===== config.mk =====
export PLATFORM = sky130hd
export DESIGN_NAME = sap_memory
export DESIGN_NICKNAME = d
export VERILOG_FILES = /design/src/rtl/sap_pkg.sv /design/src/rtl/sap_memory.sv
export SDC_FILE = /design/constraint.sdc
export NUM_CORES = 1
export LEC_CHECK = 0
export CAP_MARGIN = 25
export CORE_MARGIN = 3
export CORE_UTILIZATION = 65
export DETAILED_ROUTE_END_ITERATION = 12
export PLACE_DENSITY = 0.84
export SLEW_MARGIN = 10
export SYNTH_ARGS = -nofsm -noshare
export SYNTH_HDL_FRONTEND = slang
export SYNTH_SLANG_ARGS = --single-unit

===== constraint.sdc =====
create_clock -name clk -period 2.4 [get_ports clk]
set_input_delay 0.36 -clock clk [delete_from_list [all_inputs] [get_ports clk]]
set_output_delay 0.36 -clock clk [all_outputs]
set_load 0.1 [all_outputs]

===== src/rtl/sap_pkg.sv =====
// Shared SAP datapath widths and the word/address types built from them.
package sap_pkg;

  localparam int SAP_ADDR_W = 4;
  localparam int SAP_DATA_W = 8;

  typedef logic [SAP_ADDR_W-1:0] sap_addr_t;
  typedef logic [SAP_DATA_W-1:0] sap_word_t;

endpackage : sap_pkg


===== src/rtl/sap_memory.sv =====
// 16x8 program/data RAM: write on rising clk while write_enable is low, read combinationally.
// Latency: read 0 cycles; a write is visible on bus_out immediately after its capturing edge.
// Backpressure: none; a disabled output drives zeros so the CPU bus can be an OR of module outputs.
module sap_memory
  import sap_pkg::*;
#(
  parameter int ADDR_WIDTH = SAP_ADDR_W,
  parameter int DATA_WIDTH = SAP_DATA_W
) (
  input  logic                  clk,
  input  logic                  rst_n,
  input  logic [ADDR_WIDTH-1:0] address,
  input  logic [DATA_WIDTH-1:0] data,
  input  logic                  write_enable,
  input  logic                  enable,
  output logic [DATA_WIDTH-1:0] bus_out
);

  localparam int DEPTH = 2 ** ADDR_WIDTH;

  logic [DATA_WIDTH-1:0] mem_q [DEPTH];

  // Reset clears every word at once and takes priority over a pending write strobe.
  always_ff @(posedge clk or negedge rst_n) begin
    if (!rst_n) begin
      for (int i = 0; i < DEPTH; i++) begin
        mem_q[i] <= '0;
      end
    end else if (!write_enable) begin
      mem_q[address] <= data;
    end
  end

  assign bus_out = enable ? '0 : mem_q[address];

endmodule : sap_memory


# Word level (Yosys, flattened, before mapping)
# Cells that the tools add are included.
dict set report totals {
  ff_bits 128
  in_bits 16
  output_inout_bits 8
  elab_cells 27
}
dict set report op_classes {
  magnitude_cmp 2
  mux 7
  bitwise 1
  reduce_logical 1
}
# operator n
set op_table {}
lappend op_table {{bitwise mux 128 bit} 1}
lappend op_table {{binary-select mux 8 bit (select 4 bit)} 1}
lappend op_table {{demux 8 bit (select 4 bit)} 1}
lappend op_table {{two-way mux 8 bit} 4}
lappend op_table {{>= comparator 5 bit (second input constant)} 1}
lappend op_table {{less-than comparator 5 x 1 -> 1 bit (second input constant)} 1}
lappend op_table {{NOT 4 -> 5 bit} 1}
lappend op_table {{logical AND 1 bit} 1}

# Depth between registers and ports, before layout
# Gate-level depths: netlist of run 1.
dict set report depth {
  word_depth 6
  ltp_mapped 6
  mapped_depth_nobuf 4
}

# Worst setup path after synthesis of run 1
# No wires, ideal clock.
dict set report synth_path {
  path_type {input-to-output}
  start {in address[1]}
  end {out bus_out[6]}
  arrival_ps 3131
  required_ps 2040
  slack_ps -1091
  cell_stages 6
  path_buffers 2
  path_cell_list {buf_4 > buf_4 > mux2i_1 > a21oi_1 > a21oi_1 > o21ai_0}
}
dict set report synth_between {
  elab_chain_cells 5
}
# element line_no
set synth_rtl {}
lappend synth_rtl {{from (decl)} sap_memory.sv:12} ;# input logic [ADDR_WIDTH-1:0] address,
lappend synth_rtl {{NOT 4 -> 5 bit (not written as such)} sap_memory.sv:34} ;# assign bus_out = enable ? '0 : mem_q[address];
lappend synth_rtl {{binary-select mux 8 bit (select 4 bit)} sap_memory.sv:34}
lappend synth_rtl {{two-way mux 8 bit (not written as such) (2 in a row)} sap_memory.sv:34}
lappend synth_rtl {{two-way mux 8 bit} sap_memory.sv:34}
lappend synth_rtl {{to (decl)} sap_memory.sv:16} ;# output logic [DATA_WIDTH-1:0] bus_out
# Every way passes these cells. The select of a mux whose other input is x is not followed.

# Final worst setup path of run 1
dict set report layout_path {
  start {reg mem_q[109] in the netlist's numbering}
  end {out bus_out[5]}
}
dict set report layout_between {
  elab_chain_cells 4
}
# element line_no
set layout_rtl {}
lappend layout_rtl {{from (decl)} sap_memory.sv:21} ;# logic [DATA_WIDTH-1:0] mem_q [DEPTH];
lappend layout_rtl {{from (signal, indexed assignment)} sap_memory.sv:30} ;# mem_q[address] <= data;
lappend layout_rtl {{binary-select mux 8 bit (select 4 bit)} sap_memory.sv:34}
lappend layout_rtl {{two-way mux 8 bit (not written as such) (2 in a row)} sap_memory.sv:34}
lappend layout_rtl {{two-way mux 8 bit} sap_memory.sv:34}
# Every way passes these cells. The select of a mux whose other input is x is not followed.

==> results of run 1 <==
-- worst max-delay path, delay by kind of cell, from the launching register on --
family | cells | cell delay [ns]
buffers and inverters | 1 | 0.23
DFF | 1 | 0.40
AOI/OAI and AO/OA | 2 | 0.41
muxes | 1 | 0.50
-- worst paths after layout --
kind	start	slack, ns	depth (start not counted)	end
setup / recovery	mem_q[109]$_DFFE_PN0P_	-0.04	4	bus_out[5]
hold / removal	rst_n	0.39	2	mem_q[62]$_DFFE_PN0P_
setup reg to reg	mem_q[20]$_DFFE_PN0P_	1.57	1	mem_q[20]$_DFFE_PN0P_
hold reg to reg	mem_q[101]$_DFFE_PN0P_	0.50	1	mem_q[101]$_DFFE_PN0P_
max in group asynchronous	rst_n	1.33	3	mem_q[109]$_DFFE_PN0P_
min in group clk	mem_q[101]$_DFFE_PN0P_	0.50	1	mem_q[101]$_DFFE_PN0P_
-- power by group through the flow --
stage / sequential (mW) / combinational, mW / clock [mW]
2_1_floorplan: 2.85 / 0.975 / 0
3_3_place_gp: 2.91 / 1.27 / 0
3_5_place_dp: 2.95 / 1.33 / 0
4_1_cts: 2.95 / 1.36 / 2.66
5_1_grt: 3.00 / 1.45 / 2.76
6_report: 2.95 / 1.37 / 2.63
-- final cells by class --
class | instances | share of cell area
Timing Repair Buffer | 54 | 0.0911
Sequential cell | 128 | 0.443
Clock buffer | 18 | 0.0591
Multi-Input combinational cell | 248 | 0.364
Clock inverter | 14 | 0.0247
Tap cell | 108 | 0.0187
-- through the flow --
step / hold WS, ns / power (mW) / setup WS [ns] / setup TNS, ns
after floorplan: 0.0644 / 3.82 / -0.372 / -2.84
after global placement: 0.417 / 4.18 / -0.0776 / -0.309
after detailed placement: 0.422 / 4.28 / -0.0769 / -0.419
after CTS: 0.401 / 6.97 / -0.0434 / -0.0507
after global routing: 0.436 / 7.21 / -0.0877 / -0.124
final: 0.394 / 6.95 / -0.0412 / -0.0412
-- cells by family after synthesis --
kind of cell	share of synthesized area
compound gates	0.0229
buf+inv	0.0219
flops	0.538
mux	0.359
simple gates	0.0578
-- layer usage --
metal / routed length (µm) / track usage / share of wire
met1: 5650 / 0.387 / 0.40
met3: 895 / 0.0882 / 0.063
met2: 7150 / 0.498 / 0.50
met4: 497 / 0.130 / 0.035
met5: 0 / 0 / 0
-- repair_timing --
item	4_1_cts	5_1_grt
hold buffers	1	0
resized for setup	4	2
pin swaps	3	2
setup endpoints to repair	8	4
setup buffers	0	0
hold endpoints to repair	46	0
gates cloned	0	0
-- synthesized netlist by cell type (2+ instances only) --
cell type	n
buf_4	6
nor2_1	3
nand2_1	30
clkbuf_1	12
nor2b_1	5
buf_2	5
a21oi_1	2
mux2i_1	18
nor3b_4	2
nand2_2	3
mux4_2	23
nand4_1	7
o211ai_1	7
mux2_2	127
a32oi_1	7
dfrtp_1	128
==> metrics.md, run 1 <==
| Metric | Value |
|---|---|
| Core Util, Final | 0.822 |
| Power Dens Cells | ~960 nW/µm² |
| Cells after DPL | 537 |
| CP cell instances | mux4_2, a32oi_1, o211ai_1, buf_12 |
| Internal | 5.02 mW |
| Largest net degree at the start of global routing | 49 |
| CTS Buf Count | 17 |
| CTS clk-pin slew, worst paths | 0.06 ns |
| Slowest CP cell | mux4_2 |
| Critical Path Source Type | flop |
| Fillers | 434 |
| Htree depth | 4 |
| RSZ-0062 raised after global routing | yes |
| Commonest cells after routing, fill and taps aside | dfrtp_1 (128), mux2_2 (127), nand2_1 (30) |
| Vias in the first global route | 4036 |
| Reg with most FFs | mem_q |
| CTS tree | built |
| Area of the multi-input gates | 2630 µm² |
| Port bufs | 23 |
| Area Growth Syn to Fin | 21.5% |
| Distinct cells, synth | 32 |
| Skew final | 0 ns |
| CP required | ~2.0 ns |
| Fin crit share | 1.02 |
| Share of cells above drive strength 1 | 0.502 |
| CP Capture Type | primary output |
| Max-slew headroom | 0.561 |
| DR iter-0 viols | between 150 and 200 |
| Tmin final | between 2 and 2.5 ns |
| CTS sink count | 128 |
| Top post-synthesis cells by area | dfrtp_1 (54%), mux2_2 (24%), mux4_2 (8.7%) |
| Final Worst Setup Slack | -0.0412 ns |
| Outcome | finished, violations left |
| Post-synth EDFFs | 0 |
| Routed vias/inst | between 6 and 7 |
| Class of the worst hold path | in2async |
| Avg WL per Cell | 24.9 µm |
| Initial antenna violation count | 0 |
| Post-layout instance area | 7230 µm² |
| Worst-Skew Late Latency | between 0.5 and 0.6 ns |
| Crit path DAT | 2.08 ns |
| Largest area contributor in the netlist | dfrtp_1 |
| Width of the die | 102 µm |
| Syn Nets | about 420 |
| Register area share after synthesis | 0.538 |
| HPWL Detailed | 9010 µm |
| Most used DFF post-synth | dfrtp_1 |
| Initial core utilization | 0.676 |
| Max cap viols | 0 |
| Cells after synthesis | 401 |
| # DRC | 0 |
| Core area | between 8000 and 9000 µm² |
| Cell Count, Final, Fillers Out | between 500 and 600 |
| Row count | 34 |
| First-pass GRT wire length | 23000 µm |
| Fmax | 410 MHz |
| Nets | 465 |
| ANT nets after route | 0 |
| Mapped Area | 5950 µm² |
| P_leak | 3.15 nW |
| Peak VDD IR | 588 µV |
| Register area | 3200 µm² |
| GRT Util Overall | 0.306 |
| Slew at the pin with the worst max-slew slack | 0.658 ns |
| Vias | 3784 |
| Asr flop ratio synth | 1.00 |
| Number of diodes | 0 |
| Flop pwr share | 0.425 |
| CTS Buffer Depth | 2 |
| Clk root buf | clkbuf_8 |
| Total number of yosys warnings | 0 |
| Synth top area share | 0.538 |
| GPL Wtd Cong | between 0.8 and 0.9 |
| Final setup viols | 1 |
| Max stage delay on crit path | 0.50 ns |
| Total Routed Length | 14200 µm |
| Combinational Power Share | 0.197 |
| Switching power | 1.93 mW |
| Clock share of power | 0.379 |
| Total congestion overflow | 0 |
| Yosys reg bits | 128 |
| Die Area | 10300 µm² |
| Placed cell areas | 6600 µm² |
| Switch share | 0.277 |
| Avg Inst Size Synth | 14.8 µm² |
| Number of flip-flops in the largest register | 128 |
| Die H | 102 µm |
| Failing checks | negative setup slack |
| Worst Path Max Fanout | 2 |
| Most common cell after layout, fill and taps aside | dfrtp_1 |
| Crit path kind | reg2out |
| Largest regs | mem_q (128) |
| Max Slew Vio Count | 0 |
| Io pins | 24 |
| Drt first pass iters | 4 |
| Final Hold Violating Endpoints | 0 |
(Power assumes the default switching activity.)
==> inputs of run 2 (changes only) <==
CORE_ASPECT_RATIO = 0.9   (was not set)
==> metrics.md, run 2 (synthesized netlist as in run 1, its figures left out) <==
| Metric | Value |
|---|---|
| P_leak | 3.18 nW (+0.97%) |
| Final Hold Violating Endpoints | 0 (unchanged) |
| GPL Wtd Cong | 0.950 (+13%) |
| Slew at the pin with the worst max-slew slack | 0.664 ns (+0.00627 ns) |
| Skew final | 0 ns (unchanged) |
| Routed vias/inst | 6.46 (-2.7%) |
| Critical Path Source Type | flop |
| Placed cell areas | 6630 µm² (+0.44%) |
| Reg-to-reg startpoint | mem_q[66]$_DFFE_PN0P_ |
| Worst Reg2Reg Path Length in Cells | 1 (unchanged) |
| Total congestion overflow | 0 (unchanged) |
| Initial core utilization | 0.682 (+0.00601) |
| Reg with most FFs | mem_q |
| Width of the die | 107 µm (+5.1%) |
| Outcome | complete, no violations |
| Tmin final | 2.37 ns (-0.0729 ns) |
| Max-slew headroom | 0.556 (-0.00557) |
| GRT Util Overall | 0.311 (+0.00444) |
| Cell Count, Final, Fillers Out | 588 (+3.2%) |
| Register-to-register setup slack | 1.60 ns (+0.03 ns) |
| Commonest cells after routing, fill and taps aside | dfrtp_1 (128), mux2_2 (127), buf_4 (31) |
| Class of the worst hold path | in2async |
| Drt first pass iters | 5 (+1) |
| CTS clk-pin slew, worst paths | 0.06 ns (about the same) |
| First-pass GRT wire length | 23700 µm (+3.4%) |
| Post-layout instance area | 7270 µm² (+0.52%) |
| Final setup viols | 0 (-1) |
| Nets | 472 (+1.5%) |
| DR iter-0 viols | 201 (+2.0%) |
| CTS Buffer Depth | 2 (unchanged) |
| Vias in the first global route | 4237 (+5.0%) |
| Largest net degree at the start of global routing | 49 (unchanged) |
| Crit path DAT | 2.01 ns (-0.07 ns) |
| Fin crit share | 0.987 (-0.0304) |
| Die H | 96.8 µm (-4.8%) |
| Power Dens Cells | 960 nW/µm² (-0.10%) |
| Max Slew Vio Count | 0 (unchanged) |
| Power consumption | 6.98 mW (+0.41%) |
| ANT nets after route | 0 (unchanged) |
| Core area | 8730 µm² (-0.88%) |
| Largest regs | mem_q (128) |
| Post CTS Setup Buffer Count | 0 (unchanged) |
| RSZ-0062 raised after global routing | no |
| Row count | 32 (-5.9%) |
| Io pins | 24 (unchanged) |
| # DRC | 0 (unchanged) |
| Vias | 3799 (+0.40%) |
| R2r endpoint | mem_q[66]$_DFFE_PN0P_ |
| Fmax | 422 MHz (+3.1%) |
| Most common cell after layout, fill and taps aside | dfrtp_1 |
| CTS tree | built |
| Cells after DPL | 555 (+3.4%) |
| HPWL Detailed | 9170 µm (+1.7%) |
| Number of flip-flops in the largest register | 128 (unchanged) |
| Clk root buf | clkbuf_8 |
| Initial antenna violation count | 0 (unchanged) |
| Avg WL per Cell | 24.9 µm (+0.16%) |
| CTS sink count | 128 (unchanged) |
| CP Capture Type | primary output |
| Die Area | 10300 µm² (about the same) |
| Port bufs | 23 (unchanged) |
| Hold slack | 0.310 ns (-0.0841 ns) |
| Htree depth | 4 (unchanged) |
| Worst-Skew Late Latency | 0.52 ns (about the same) |
| Share of cells above drive strength 1 | 0.512 (+0.00956) |
| Peak VDD IR | 889 µV (+51%) |
| Number of diodes | 0 (unchanged) |
| CP required | 2.04 ns (about the same) |
| Max cap viols | 0 (unchanged) |
| Area Growth Syn to Fin | 22.2% |
| Worst Path Max Fanout | 2 (unchanged) |
| Crit path kind | reg2out |
| Total Routed Length | 14700 µm (+3.3%) |
| CTS Buf Count | 17 (unchanged) |
[run 2: cell types whose count changed in the layout (fill, tap and decap cells not counted), sizes merged]
cell    before  now
buf         40   47
clkinv       3    4
clkbuf      18   19
bufinv       3    4
inv          5    2
[run 2: worst max-delay path: stages (launching register included)]
cell and delay (ns):
dfrtp_1 0.40, mux4_2 0.46, a32oi_1 0.23, o211ai_1 0.19, buf_12 0.21
[run 2: layout make-up]
type,instances,area (µm²)
well taps,119,149
repair buffers,61,667
flip-flops and latches,128,3200
multi-input cells,248,2630
clock inverters,13,184
fillers,414,1460
clock buffers,19,442
[run 2: how the worst max path moves through the flow]
stage / start / end / slack, ns
floorplan: address[2] / bus_out[0] / -0.37
global placement: address[2] / bus_out[7] / -0.0006
detailed placement: address[2] / mem_q[93]$_DFFE_PN0P_ / -0.02
CTS: mem_q[111]$_DFFE_PN0P_ / bus_out[7] / 0.02
global route: mem_q[111]$_DFFE_PN0P_ / bus_out[7] / 0.01
finish: mem_q[111]$_DFFE_PN0P_ / bus_out[7] / 0.03
[run 2: repair_timing]
action,4_1_cts,5_1_grt
pin swaps,0,1
hold endpoints to repair,25,0
gates resized for setup,5,0
setup endpoints to repair,5,1
hold buffers,1,0
[run 2: metrics by stage]
step	setup slack (ns)	TNS, ns	util
after floorplan	-0.372	-2.84	-
after global placement	-0.000645	-0.000645	0.760
after detailed placement	-0.0234	-0.188	0.760
after CTS	0.0214	0	0.833
after global routing	0.0105	0	0.833
final	0.0317	0	0.833
[run 2: routing by layer]
| metal | wire [µm] | GRT usage | up-vias |
|---|---|---|---|
| li1 | - | - | 1611 |
| met1 | 5890 | 0.396 | 1995 |
| met2 | 7540 | 0.511 | 154 |
| met3 | 825 | 0.0907 | 39 |
| met4 | 410 | 0.108 | 0 |
| met5 | 0 | 0 | - |
[run 2: power by group]
part	total (mW)	leakage, nW	internal, mW	switching (mW)
combinational	1.33	1.31	0.731	0.601
sequential	2.93	1.57	2.66	0.272
clock	2.71	0.301	1.74	0.970
